<file path="config.mk">
export PLATFORM = sky130hd
export DESIGN_NAME = punc_control
export DESIGN_NICKNAME = d
export VERILOG_FILES = /design/src/rtl/punc_ctrl_pkg.sv /design/src/rtl/punc_ctrl_decode.sv /design/src/rtl/punc_control.sv
export SDC_FILE = /design/constraint.sdc
export NUM_CORES = 1
export LEC_CHECK = 0
export CAP_MARGIN = 15
export CORE_UTILIZATION = 30
export DETAILED_ROUTE_END_ITERATION = 8
export MAX_ROUTING_LAYER = met4
export PLACE_DENSITY = 0.76
export REMOVE_ABC_BUFFERS = 1
export SETUP_SLACK_MARGIN = 0.15
export SYNTH_ARGS = -nofsm -noshare
export SYNTH_HDL_FRONTEND = slang
export SYNTH_SLANG_ARGS = --single-unit
</file>
<file path="constraint.sdc">
create_clock -name clk -period 2.4 [get_ports clk]
set_clock_uncertainty 0.05 [all_clocks]
set_input_delay 0.48 -clock clk [delete_from_list [all_inputs] [get_ports clk]]
set_output_delay 0.48 -clock clk [all_outputs]
set_load 0.005 [all_outputs]
</file>
<file path="src/rtl/punc_ctrl_pkg.sv">
// Shared definitions for the PUnC control unit: FSM states, LC3 opcodes,
// datapath select encodings and the control-word layout.
package punc_ctrl_pkg;

  typedef enum logic [2:0] {
    S_INIT    = 3'd0,
    S_FETCH   = 3'd1,
    S_DECODE  = 3'd2,
    S_EXECUTE = 3'd3,
    S_HALT    = 3'd4
  } state_t;

  localparam logic [3:0] OP_BR   = 4'b0000;
  localparam logic [3:0] OP_ADD  = 4'b0001;
  localparam logic [3:0] OP_LD   = 4'b0010;
  localparam logic [3:0] OP_ST   = 4'b0011;
  localparam logic [3:0] OP_JSR  = 4'b0100;
  localparam logic [3:0] OP_AND  = 4'b0101;
  localparam logic [3:0] OP_LDR  = 4'b0110;
  localparam logic [3:0] OP_STR  = 4'b0111;
  localparam logic [3:0] OP_RTI  = 4'b1000;
  localparam logic [3:0] OP_NOT  = 4'b1001;
  localparam logic [3:0] OP_LDI  = 4'b1010;
  localparam logic [3:0] OP_STI  = 4'b1011;
  localparam logic [3:0] OP_JMP  = 4'b1100;
  localparam logic [3:0] OP_RES  = 4'b1101;
  localparam logic [3:0] OP_LEA  = 4'b1110;
  localparam logic [3:0] OP_TRAP = 4'b1111;

  localparam logic [15:0] HALT_WORD = 16'hF025;

  localparam logic       MEM_W_ADDR_PC9  = 1'b0;
  localparam logic       MEM_W_ADDR_REG6 = 1'b1;
  localparam logic       MEM_W_DATA_R0   = 1'b0;
  localparam logic [1:0] MEM_R_ADDR_PC   = 2'd0;
  localparam logic [1:0] MEM_R_ADDR_PC9  = 2'd1;
  localparam logic [1:0] MEM_R_ADDR_REG6 = 2'd2;
  localparam logic       RF_R0_IR86      = 1'b0;
  localparam logic       RF_R0_IR119     = 1'b1;
  localparam logic       RF_R1_IR20      = 1'b0;
  localparam logic       RF_R1_IR86      = 1'b1;
  localparam logic [1:0] RF_WD_ALU       = 2'd0;
  localparam logic [1:0] RF_WD_MEM       = 2'd1;
  localparam logic [1:0] RF_WD_PC        = 2'd2;
  localparam logic [1:0] RF_WD_PC9       = 2'd3;
  localparam logic       RF_WA_IR119     = 1'b0;
  localparam logic       RF_WA_R7        = 1'b1;
  localparam logic [1:0] PC_LD_PC9       = 2'd0;
  localparam logic [1:0] PC_LD_R0        = 2'd1;
  localparam logic [1:0] PC_LD_PC11      = 2'd2;
  localparam logic [2:0] ALU_ADD         = 3'd0;
  localparam logic [2:0] ALU_ADD_I       = 3'd1;
  localparam logic [2:0] ALU_NOT         = 3'd2;
  localparam logic [2:0] ALU_AND         = 3'd3;
  localparam logic [2:0] ALU_AND_I       = 3'd4;
  localparam logic [2:0] ALU_PASS        = 3'd5;
  localparam logic       COND_ALU        = 1'b0;
  localparam logic       COND_RF_WD      = 1'b1;

  typedef struct packed {
    logic       mem_w_en;
    logic       mem_w_addr_sel;
    logic       mem_w_data_sel;
    logic [1:0] mem_r_addr_sel;
    logic       rf_w_en;
    logic       rf_r0_addr_sel;
    logic       rf_r1_addr_sel;
    logic [1:0] rf_w_data_sel;
    logic       rf_w_addr_sel;
    logic       ir_ld;
    logic       pc_ld;
    logic       pc_clr;
    logic       pc_inc;
    logic [1:0] pc_ld_data_sel;
    logic [2:0] alu_sel;
    logic       cond_ld;
    logic       cond_ld_data_sel;
  } ctrl_t;

  // TRAP x25 is the only trap we honour and it halts; every other trap is unsupported.
  function automatic logic is_halt(input logic [15:0] ir);
    logic [3:0] op;
    op = ir[15:12];
    return (ir == HALT_WORD) || (op == OP_TRAP) || (op == OP_RTI) ||
           (op == OP_RES) || (op == OP_LDI) || (op == OP_STI);
  endfunction

endpackage

</file>
<file path="src/rtl/punc_ctrl_decode.sv">
// EXECUTE-cycle control word for the PUnC datapath, derived from the
// opcode, IR[11:9], IR[5] and the n/z/p condition codes.
module punc_ctrl_decode
  import punc_ctrl_pkg::*;
#(
  parameter int OPCODE_W = 4
) (
  input  logic [OPCODE_W-1:0] i_op,
  input  logic [2:0]          i_ir_nzp,
  input  logic                i_ir5,
  input  logic                i_n,
  input  logic                i_z,
  input  logic                i_p,
  output ctrl_t               o_ctrl
);

  logic w_br_take;
  assign w_br_take = (i_ir_nzp[2] & i_n) | (i_ir_nzp[1] & i_z) | (i_ir_nzp[0] & i_p);

  always_comb begin
    o_ctrl = '0;
    case (i_op)
      OP_ADD, OP_AND: begin
        o_ctrl.rf_w_en          = 1'b1;
        o_ctrl.cond_ld          = 1'b1;
        o_ctrl.cond_ld_data_sel = COND_ALU;
        if (i_ir5) begin
          o_ctrl.alu_sel = (i_op == OP_ADD) ? ALU_ADD_I : ALU_AND_I;
        end else begin
          o_ctrl.alu_sel        = (i_op == OP_ADD) ? ALU_ADD : ALU_AND;
          o_ctrl.rf_r1_addr_sel = RF_R1_IR20;
        end
      end
      OP_NOT: begin
        o_ctrl.alu_sel          = ALU_NOT;
        o_ctrl.rf_w_en          = 1'b1;
        o_ctrl.cond_ld          = 1'b1;
        o_ctrl.cond_ld_data_sel = COND_ALU;
      end
      OP_BR: begin
        o_ctrl.pc_ld_data_sel = PC_LD_PC9;
        o_ctrl.pc_ld          = w_br_take;
      end
      OP_JMP: begin
        o_ctrl.rf_r0_addr_sel = RF_R0_IR86;
        o_ctrl.pc_ld_data_sel = PC_LD_R0;
        o_ctrl.pc_ld          = 1'b1;
      end
      // R7 and PC load on the same edge, so JSRR R7 jumps through the old R7.
      OP_JSR: begin
        o_ctrl.rf_w_addr_sel  = RF_WA_R7;
        o_ctrl.rf_w_data_sel  = RF_WD_PC;
        o_ctrl.rf_w_en        = 1'b1;
        o_ctrl.pc_ld          = 1'b1;
        o_ctrl.rf_r0_addr_sel = RF_R0_IR86;
        o_ctrl.pc_ld_data_sel = i_ir_nzp[2] ? PC_LD_PC11 : PC_LD_R0;
      end
      OP_LD, OP_LDR, OP_LEA: begin
        o_ctrl.rf_w_en          = 1'b1;
        o_ctrl.cond_ld          = 1'b1;
        o_ctrl.cond_ld_data_sel = COND_RF_WD;
        if (i_op == OP_LEA) begin
          o_ctrl.rf_w_data_sel = RF_WD_PC9;
        end else begin
          o_ctrl.rf_w_data_sel  = RF_WD_MEM;
          o_ctrl.mem_r_addr_sel = (i_op == OP_LD) ? MEM_R_ADDR_PC9 : MEM_R_ADDR_REG6;
        end
      end
      OP_ST: begin
        o_ctrl.mem_w_addr_sel = MEM_W_ADDR_PC9;
        o_ctrl.mem_w_data_sel = MEM_W_DATA_R0;
        o_ctrl.rf_r0_addr_sel = RF_R0_IR119;
        o_ctrl.mem_w_en       = 1'b1;
      end
      OP_STR: begin
        o_ctrl.mem_w_addr_sel = MEM_W_ADDR_REG6;
        o_ctrl.mem_w_data_sel = MEM_W_DATA_R0;
        o_ctrl.rf_r1_addr_sel = RF_R1_IR86;
        o_ctrl.rf_r0_addr_sel = RF_R0_IR119;
        o_ctrl.mem_w_en       = 1'b1;
      end
      default: o_ctrl = '0;
    endcase
  end

endmodule

</file>
<file path="src/rtl/punc_control.sv">
// PUnC LC3 control unit: INIT -> FETCH -> DECODE -> EXECUTE loop plus HALT.
// Define PUNC_CTRL_PERF_EN to add the instr_count retired-instruction counter.
module punc_control
  import punc_ctrl_pkg::*;
#(
  parameter int OPCODE_W = 4
`ifdef PUNC_CTRL_PERF_EN
  ,
  parameter int CNT_W    = 32
`endif
) (
  input  logic             clk,
  input  logic             rst,
  input  logic [15:0]      ir,
  input  logic             n,
  input  logic             z,
  input  logic             p,
  output logic             mem_w_en,
  output logic             mem_w_addr_sel,
  output logic             mem_w_data_sel,
  output logic [1:0]       mem_r_addr_sel,
  output logic             rf_w_en,
  output logic             rf_r0_addr_sel,
  output logic             rf_r1_addr_sel,
  output logic [1:0]       rf_w_data_sel,
  output logic             rf_w_addr_sel,
  output logic             ir_ld,
  output logic             pc_ld,
  output logic             pc_clr,
  output logic             pc_inc,
  output logic [1:0]       pc_ld_data_sel,
  output logic [2:0]       alu_sel,
  output logic             cond_ld,
  output logic             cond_ld_data_sel,
  output logic             halted
`ifdef PUNC_CTRL_PERF_EN
  ,
  output logic [CNT_W-1:0] instr_count
`endif
);

  state_t r_state, w_next;
  ctrl_t  w_exec, w_ctrl;

  punc_ctrl_decode #(.OPCODE_W(OPCODE_W)) u_decode (
    .i_op     (ir[15 -: OPCODE_W]),
    .i_ir_nzp (ir[11:9]),
    .i_ir5    (ir[5]),
    .i_n      (n),
    .i_z      (z),
    .i_p      (p),
    .o_ctrl   (w_exec)
  );

  always_ff @(posedge clk or negedge rst) begin
    if (!rst) r_state <= S_INIT;
    else      r_state <= w_next;
  end

  always_comb begin
    w_next = r_state;
    w_ctrl = '0;
    case (r_state)
      S_INIT: begin
        w_ctrl.pc_clr = 1'b1;
        w_next        = S_FETCH;
      end
      S_FETCH: begin
        w_ctrl.mem_r_addr_sel = MEM_R_ADDR_PC;
        w_ctrl.ir_ld          = 1'b1;
        w_ctrl.pc_inc         = 1'b1;
        w_next                = S_DECODE;
      end
      S_DECODE:  w_next = is_halt(ir) ? S_HALT : S_EXECUTE;
      S_EXECUTE: begin
        w_ctrl = w_exec;
        w_next = S_FETCH;
      end
      S_HALT:    w_next = S_HALT;
      default:   w_next = S_INIT;
    endcase
  end

  assign mem_w_en         = w_ctrl.mem_w_en;
  assign mem_w_addr_sel   = w_ctrl.mem_w_addr_sel;
  assign mem_w_data_sel   = w_ctrl.mem_w_data_sel;
  assign mem_r_addr_sel   = w_ctrl.mem_r_addr_sel;
  assign rf_w_en          = w_ctrl.rf_w_en;
  assign rf_r0_addr_sel   = w_ctrl.rf_r0_addr_sel;
  assign rf_r1_addr_sel   = w_ctrl.rf_r1_addr_sel;
  assign rf_w_data_sel    = w_ctrl.rf_w_data_sel;
  assign rf_w_addr_sel    = w_ctrl.rf_w_addr_sel;
  assign ir_ld            = w_ctrl.ir_ld;
  assign pc_ld            = w_ctrl.pc_ld;
  assign pc_clr           = w_ctrl.pc_clr;
  assign pc_inc           = w_ctrl.pc_inc;
  assign pc_ld_data_sel   = w_ctrl.pc_ld_data_sel;
  assign alu_sel          = w_ctrl.alu_sel;
  assign cond_ld          = w_ctrl.cond_ld;
  assign cond_ld_data_sel = w_ctrl.cond_ld_data_sel;
  assign halted           = (r_state == S_HALT);

`ifdef PUNC_CTRL_PERF_EN
  logic [CNT_W-1:0] r_instr_count;

  always_ff @(posedge clk or negedge rst) begin
    if (!rst)                       r_instr_count <= '0;
    else if (r_state == S_EXECUTE)  r_instr_count <= r_instr_count + 1'b1;
  end

  assign instr_count = r_instr_count;
`endif

endmodule

</file>
==> reports/results.ini, run 1 <==
[route]
wl_per_cell_um = 13.4
viasPerCell = 5.24
drt_wl_total_mm = 1.70
drc = 0
postRouteAntennaNets = 0
drtPass1Iterations = 4
num_vias = 666
drt-initial-drc-count = 7

[logic_synthesis]
synth_area_um2 = 475
synth.area.top_cells = dfrtp_1 (16%), nor3_1 (6.3%), buf_4 (6.3%), ha_1 (5.3%), nand2b_1 (5.3%)
yosys_register_bits = 3
avgSynthCellArea_um2 = 7.55
synth_area_leader_cell = dfrtp_1
synth.distinct_cells = 32
yosys-top-cells-count = nor2_1 (6), nor3_1 (6), buf_4 (4), inv_1 (4), nand2b_1 (4)
async_flop_share_pct = 100
yosys_warnings = 0
ys.flop_type = dfrtp_1
synthCells = 63
synth_edf_count = 0
seq_area_frac_synth_pct = 15.8
synth_top_area_share_pct = 15.8

[clock_tree]
cts_tree = yes
cts.path.max_buffers = 2
clkTransAtPathRegs_ns = 0.04
cts_inserted_buffers = 3
cts_root_buf = clkbuf_4
clkSinkCount = 3
cts-htree-levels = 1
clk_latency_ns = 0.23

[critical_path]
cp_slowest_cell = or3_4
cp.arrival_ns = 1.71
required_ns = 1.87
worst-path-buf-inv = 2
critical_path_class = in -> out
cpPeakStageDelay_ns = 0.36
worst_setup_path_end_kind = primary output
path_cells = clkdlybuf4s15_2, nand2b_4, or3_4, ha_4, nor4_4, buf_2
startpoint_type = input pin
r2r_setup_slack_ns = 1.39
cp_top_family = simple AND/OR/NAND/NOR gates
critical_path.max_fanout = 2

[cells_and_area]
drive_above_1_share_pct = 38.7
multiInputGateArea_um2 = 415
largestRegisters = r_state: 3 flops
register_area_um2 = 78.8
fill_cells = 137
largest_register = r_state
stdcell_count = 127
synthToLayoutAreaGrowth_pct = 112
largest_register_ffs = 3
antennaDiodeCount = 0
nNetsFinal = 135

[power]
powerDensity_nw_per_um2 = 565
vdd_drop_max_mv = 0.497
power_frac_seq_pct = 20.9
switchingPower_uw = 220
netSwitchingFraction_pct = 38.7
clkPwrFrac_pct = 15.1
power_frac_comb_pct = 64.0
intPower_uw = 349
cellLeakagePower_nw = 0.539

[placed_design]
place_inst = 117
portBuffers = 34
gp_routability_congestion = 0.781
dp_hpwl_mm = 1.15
place_ws_ns = -0.645

[die]
start_util_pct = 31.9
die_h_um = 41.8
die-area_um2 = 1750
core_um2 = 1490
rows = 14
io_pins = 44
die_w_um = 41.8

[sta]
finalCriticalPeriod_ns = 2.24
tns_ns = 0
setup_slack_ns = 0.158
finalSetupViolCount = 0
rsz0062_at_grt = yes
fin_crit_sh_pct = 93.4
timing.hold.ws_ns = 0.384
drv_slew = 0
clock.fmax_ghz = 0.446
finalHoldViolCount = 0

[run]
max_cap_violations = 0

[global_routing]
grt_antenna_before_repair = 0
grt_max_degree = 12
grt_pass1_vias = 635
grt_pass1_wl_mm = 2.65
gr-total-overflow = 0
grt_util_all_layers_pct = 20.2

[worst_hold_path]
hold_path.class = in -> async

[status]
outcome = completed

==> per-layer routing <==
layer	wire [µm]	track usage [%]	share of wire [%]
met1	650	22.8	38
met2	923	34.1	54
met3	48	2.61	2.8
met4	82	11.6	4.8
met5	0	-	0
==> path summary, 6_finish.rpt <==
| path | startpoint | to | cells past startpoint |
|---|---|---|---|
| max in group asynchronous | rst | r_state[2] | 1 |
| max | ir[13] | alu_sel[0] | 6 |
| min reg2reg | r_state[1] | r_state[0] | 1 |
| min | rst | r_state[0] | 1 |
| min in group clk | r_state[1] | r_state[0] | 1 |
| max reg2reg | r_state[1] | r_state[1] | 3 |
==> power by group through the flow <==
stage               clock network (mW)  logic (mW)  registers (mW)
finish                          0.0859       0.364           0.119
global route                    0.0994       0.394           0.124
CTS                             0.0911       0.343           0.112
detailed placement                   0       0.311           0.106
global placement                     0       0.308           0.105
floorplan                            0       0.139           0.101
==> placed cells by master, fill, tap and decap left out, types with 2 or more instances in the layout <==
cell              n
a21o_1            2
a21oi_2           2
buf_2             3
buf_4            12
buf_6             5
clkbuf_2          2
clkbuf_4          3
clkdlybuf4s50_1  13
dfrtp_2           3
dlygate4sd2_1    13
dlymetal6s2s_1    2
inv_1             3
nand2b_1          4
nor2_1            4
nor2_4            2
nor3_1            6
nor3b_1           2
o211a_1           2
xor2_1            2
==> metrics by stage <==
stage	util (%)	area (µm²)	total power [mW]
after floorplan	-	430	0.239
after global placement	58.7	873	0.413
after detailed placement	58.7	873	0.417
after CTS	64.3	957	0.546
after global routing	67.6	1010	0.617
final	67.6	1010	0.569
==> final cells by class <==
type                       count  share of cell area (%)
sequential                     3                    7.83
clock buffer                   4                    2.61
timing repair buffer          51                    44.8
multi-input combinational     49                    41.2
tap                           16                    1.99
inverter                       4                    1.49
==> cell families (layout without fill, tap and decap cells) <==
group                    after synthesis  count (layout)  share of synthesized area [%]
AND/OR/NAND/NOR                       32              32                           42.1
AO/OA/AOI/OAI                         12              12                           19.7
buffers and inverters                 11              59                           12.6
flip-flops                             3               3                           15.8
adder cells (fa/ha/maj)                2               2                           5.26
XOR/XNOR                               2               2                           3.68
other                                  1               1                          0.789
==> what timing repair did <==
item                                    in CTS  in global routing
gates cloned                                 0                  0
pin swaps                                    6                  5
resized for setup                           45                 15
hold buffers                                 0                  0
endpoints found under the setup margin      18                  8
buffers inserted                             4                  2
Power figures use the tool's default switching activity.
==> run 2: changes to the inputs <==
--- a/config.mk
+++ b/config.mk
@@ -5,7 +5,7 @@
 export SDC_FILE = /design/constraint.sdc
 export NUM_CORES = 1
 export LEC_CHECK = 0
-export CAP_MARGIN = 15
+export CAP_MARGIN = 5
 export CORE_UTILIZATION = 30
 export DETAILED_ROUTE_END_ITERATION = 8
 export MAX_ROUTING_LAYER = met4
==> results of run 2 <==
No change in the layout: final DEF, timing and power equal those of run 1.
==> run 3: changes to the inputs <==
--- a/config.mk
+++ b/config.mk
@@ -9,7 +9,7 @@
 export CORE_UTILIZATION = 30
 export DETAILED_ROUTE_END_ITERATION = 8
 export MAX_ROUTING_LAYER = met4
-export PLACE_DENSITY = 0.76
+export PLACE_DENSITY = 0.84
 export REMOVE_ABC_BUFFERS = 1
 export SETUP_SLACK_MARGIN = 0.15
 export SYNTH_ARGS = -nofsm -noshare
==> run 3 against run 2 <==
  * Critical path depth fell by 1
  * Clock power up 2.9%
  * Sequential power about the same
  * Sequential share of layout area shrank 0.23 points
  * Utilization grew 0.92 points
  * Sequential cell count did not move
  * Final area grew 1.4%
  * Register-to-register slack about the same
  * Wire length is 4.0% higher
  * Critical path type unchanged
  * Largest cell class unchanged
  * Largest power group unchanged
==> reports/results.ini, run 3 (synthesis gave the netlist of run 1 again) <==
[global_routing]
grt_antenna_before_repair = 0  ; unchanged
grt_pass1_wl_mm = 2.44  ; was 2.65 mm
gr-total-overflow = 0  ; unchanged
grt_max_degree = 15  ; was 12
grt_pass1_vias = 577  ; was 635
grt_util_all_layers_pct = 18.8  ; was 20.2%

[cells_and_area]
synthToLayoutAreaGrowth_pct = 115  ; was 112%
antennaDiodeCount = 0  ; unchanged
largest_register = r_state  ; unchanged
final_cell_mix = buf_4 (16), clkdlybuf4s50_1 (14), dlygate4sd2_1 (12)  ; was clkdlybuf4s50_1 (13), dlygate4sd2_1 (13), buf_4 (12)
largest_register_ffs = 3  ; unchanged
layout_commonest_cell = buf_4
drive_above_1_share_pct = 40.0  ; was 38.7%
largestRegisters = r_state: 3 flops  ; unchanged
nNetsFinal = 139  ; was 135

[die]
io_pins = 44  ; unchanged
die_w_um = 41.8  ; unchanged
core_um2 = 1490  ; unchanged
die_h_um = 41.8  ; unchanged
start_util_pct = 31.9  ; unchanged
rows = 14  ; unchanged
die-area_um2 = 1750  ; unchanged

[power]
powerDensity_nw_per_um2 = 540  ; was 565 nW/µm²
switchingPower_uw = 211  ; was 220 µW
power.total_uw = 552  ; was 569 µW
netSwitchingFraction_pct = 38.2  ; was 38.7%
power_frac_comb_pct = 62.6  ; was 64.0%
intPower_uw = 341  ; was 349 µW
clkPwrFrac_pct = 16.0  ; was 15.1%
vdd_drop_max_mv = 0.423  ; was 0.497 mV
power_frac_seq_pct = 21.3  ; was 20.9%
cellLeakagePower_nw = 0.555  ; was 0.539 nW

[clock_tree]
cts_hold_buf = 0  ; unchanged
cts_tree = yes  ; unchanged
clk_latency_ns = 0.23  ; about the same
cts-htree-levels = 1  ; unchanged
clkSinkCount = 3  ; unchanged
clkTransAtPathRegs_ns = 0.04  ; about the same
cts.path.max_buffers = 2  ; unchanged
cts_root_buf = clkbuf_4  ; unchanged
cts_inserted_buffers = 3  ; unchanged

[sta]
finalSetupViolCount = 0  ; unchanged
tns_ns = 0  ; unchanged
finalHoldViolCount = 0  ; unchanged
clock.fmax_ghz = 0.446  ; about the same
fin_crit_sh_pct = 93.4  ; about the same
drv_slew = 0  ; unchanged
finalCriticalPeriod_ns = 2.24  ; about the same
rsz0062_at_grt = no  ; was yes

[route]
num_vias = 656  ; was 666
drc = 0  ; unchanged
drt-initial-drc-count = 4  ; was 7
drtPass1Iterations = 4  ; unchanged
postRouteAntennaNets = 0  ; unchanged
wl_per_cell_um = 13.5  ; was 13.4 µm
viasPerCell = 5.01  ; was 5.24
drt_wl_total_mm = 1.77  ; was 1.70 mm

[run]
max_cap_violations = 0  ; unchanged

[critical_path]
required_ns = 1.87  ; about the same
startpoint_type = input pin  ; unchanged
worst_setup_path_end_kind = primary output  ; unchanged
cp.arrival_ns = 1.71  ; about the same
critical_path_class = in -> out  ; unchanged
critical_path.max_fanout = 8  ; was 2

[placed_design]
gp_routability_congestion = 0.725  ; was 0.781
portBuffers = 34  ; unchanged
dp_hpwl_mm = 1.10  ; was 1.15 mm

[status]
outcome = completed  ; unchanged

[worst_hold_path]
hold_path.class = in -> async  ; unchanged

run 3: cell types whose count changed in the layout (fill, tap and decap cells not counted), sizes merged:
cell,change
buf,+4
clkdlybuf4s50,+1
clkbuf,+1
clkdlybuf4s15,-1
dlygate4sd2,-1
run 3: area by class of cell:
cell class | instances | area, µm²
clock buffers | 4 | 26.3
fillers | 124 | 468
inverters | 4 | 15.0
multi-input cells | 49 | 405
flip-flops and latches | 3 | 77.6
well taps | 16 | 20.0
repair buffers | 55 | 477
run 3: what timing repair did:
item                       CTS  global route
gates resized for setup     41            15
buffers inserted             1             7
pin swaps                    7             6
setup endpoints to repair   18             9
gates cloned                 0             0
run 3: path summary, 6_finish.rpt:
kind | from | end | slack (ns) | depth (start not counted)
setup / recovery | ir[15] | mem_w_addr_sel | 0.16 | 5
hold / removal | rst | r_state[0] | 0.38 | 1
setup reg to reg | r_state[1] | r_state[1] | 1.38 | 3
hold reg to reg | r_state[1] | r_state[0] | 0.51 | 1
max in group asynchronous | rst | r_state[1] | 1.76 | 1
min in group clk | r_state[1] | r_state[0] | 0.51 | 1
run 3: critical path: stages:
cell             delay [ns]
dlygate4sd2_1          0.26
buf_6                  0.14
nor2_2                 0.10
and4_1                 0.21
clkdlybuf4s50_1        0.51
run 3: metal layers:
layer	GRT usage (%)	up-vias	part of all wire, %
met5	-	-	0
met4	9.68	0	1.3
met3	2.61	2	3.4
met2	33.4	17	53
met1	20.2	309	42
li1	-	328	-
run 3: power by group through the flow:
stage,sequential [mW],combinational (mW),clock [mW]
after global placement,0.105,0.305,0
after floorplan,0.101,0.139,0
after CTS,0.113,0.325,0.0947
after global routing,0.122,0.373,0.0996
final,0.118,0.346,0.0884
after detailed placement,0.107,0.310,0
run 3: per-stage QoR:
| step | hold WS [ns] | cell area [µm²] | cells | utilization [%] | setup WS, ns |
|---|---|---|---|---|---|
| final | 0.381 | 1020 | 131 | 68.6 | 0.158 |
| after global routing | 0.376 | 1020 | 131 | 68.6 | 0.116 |
| after CTS | 0.371 | 950 | 124 | 63.8 | 0.0721 |
| after detailed placement | 0.532 | 888 | 119 | 59.7 | -0.643 |
| after global placement | 0.513 | 888 | 119 | 59.7 | -0.638 |
| after floorplan | 0.134 | 430 | 56 | - | 0.277 |
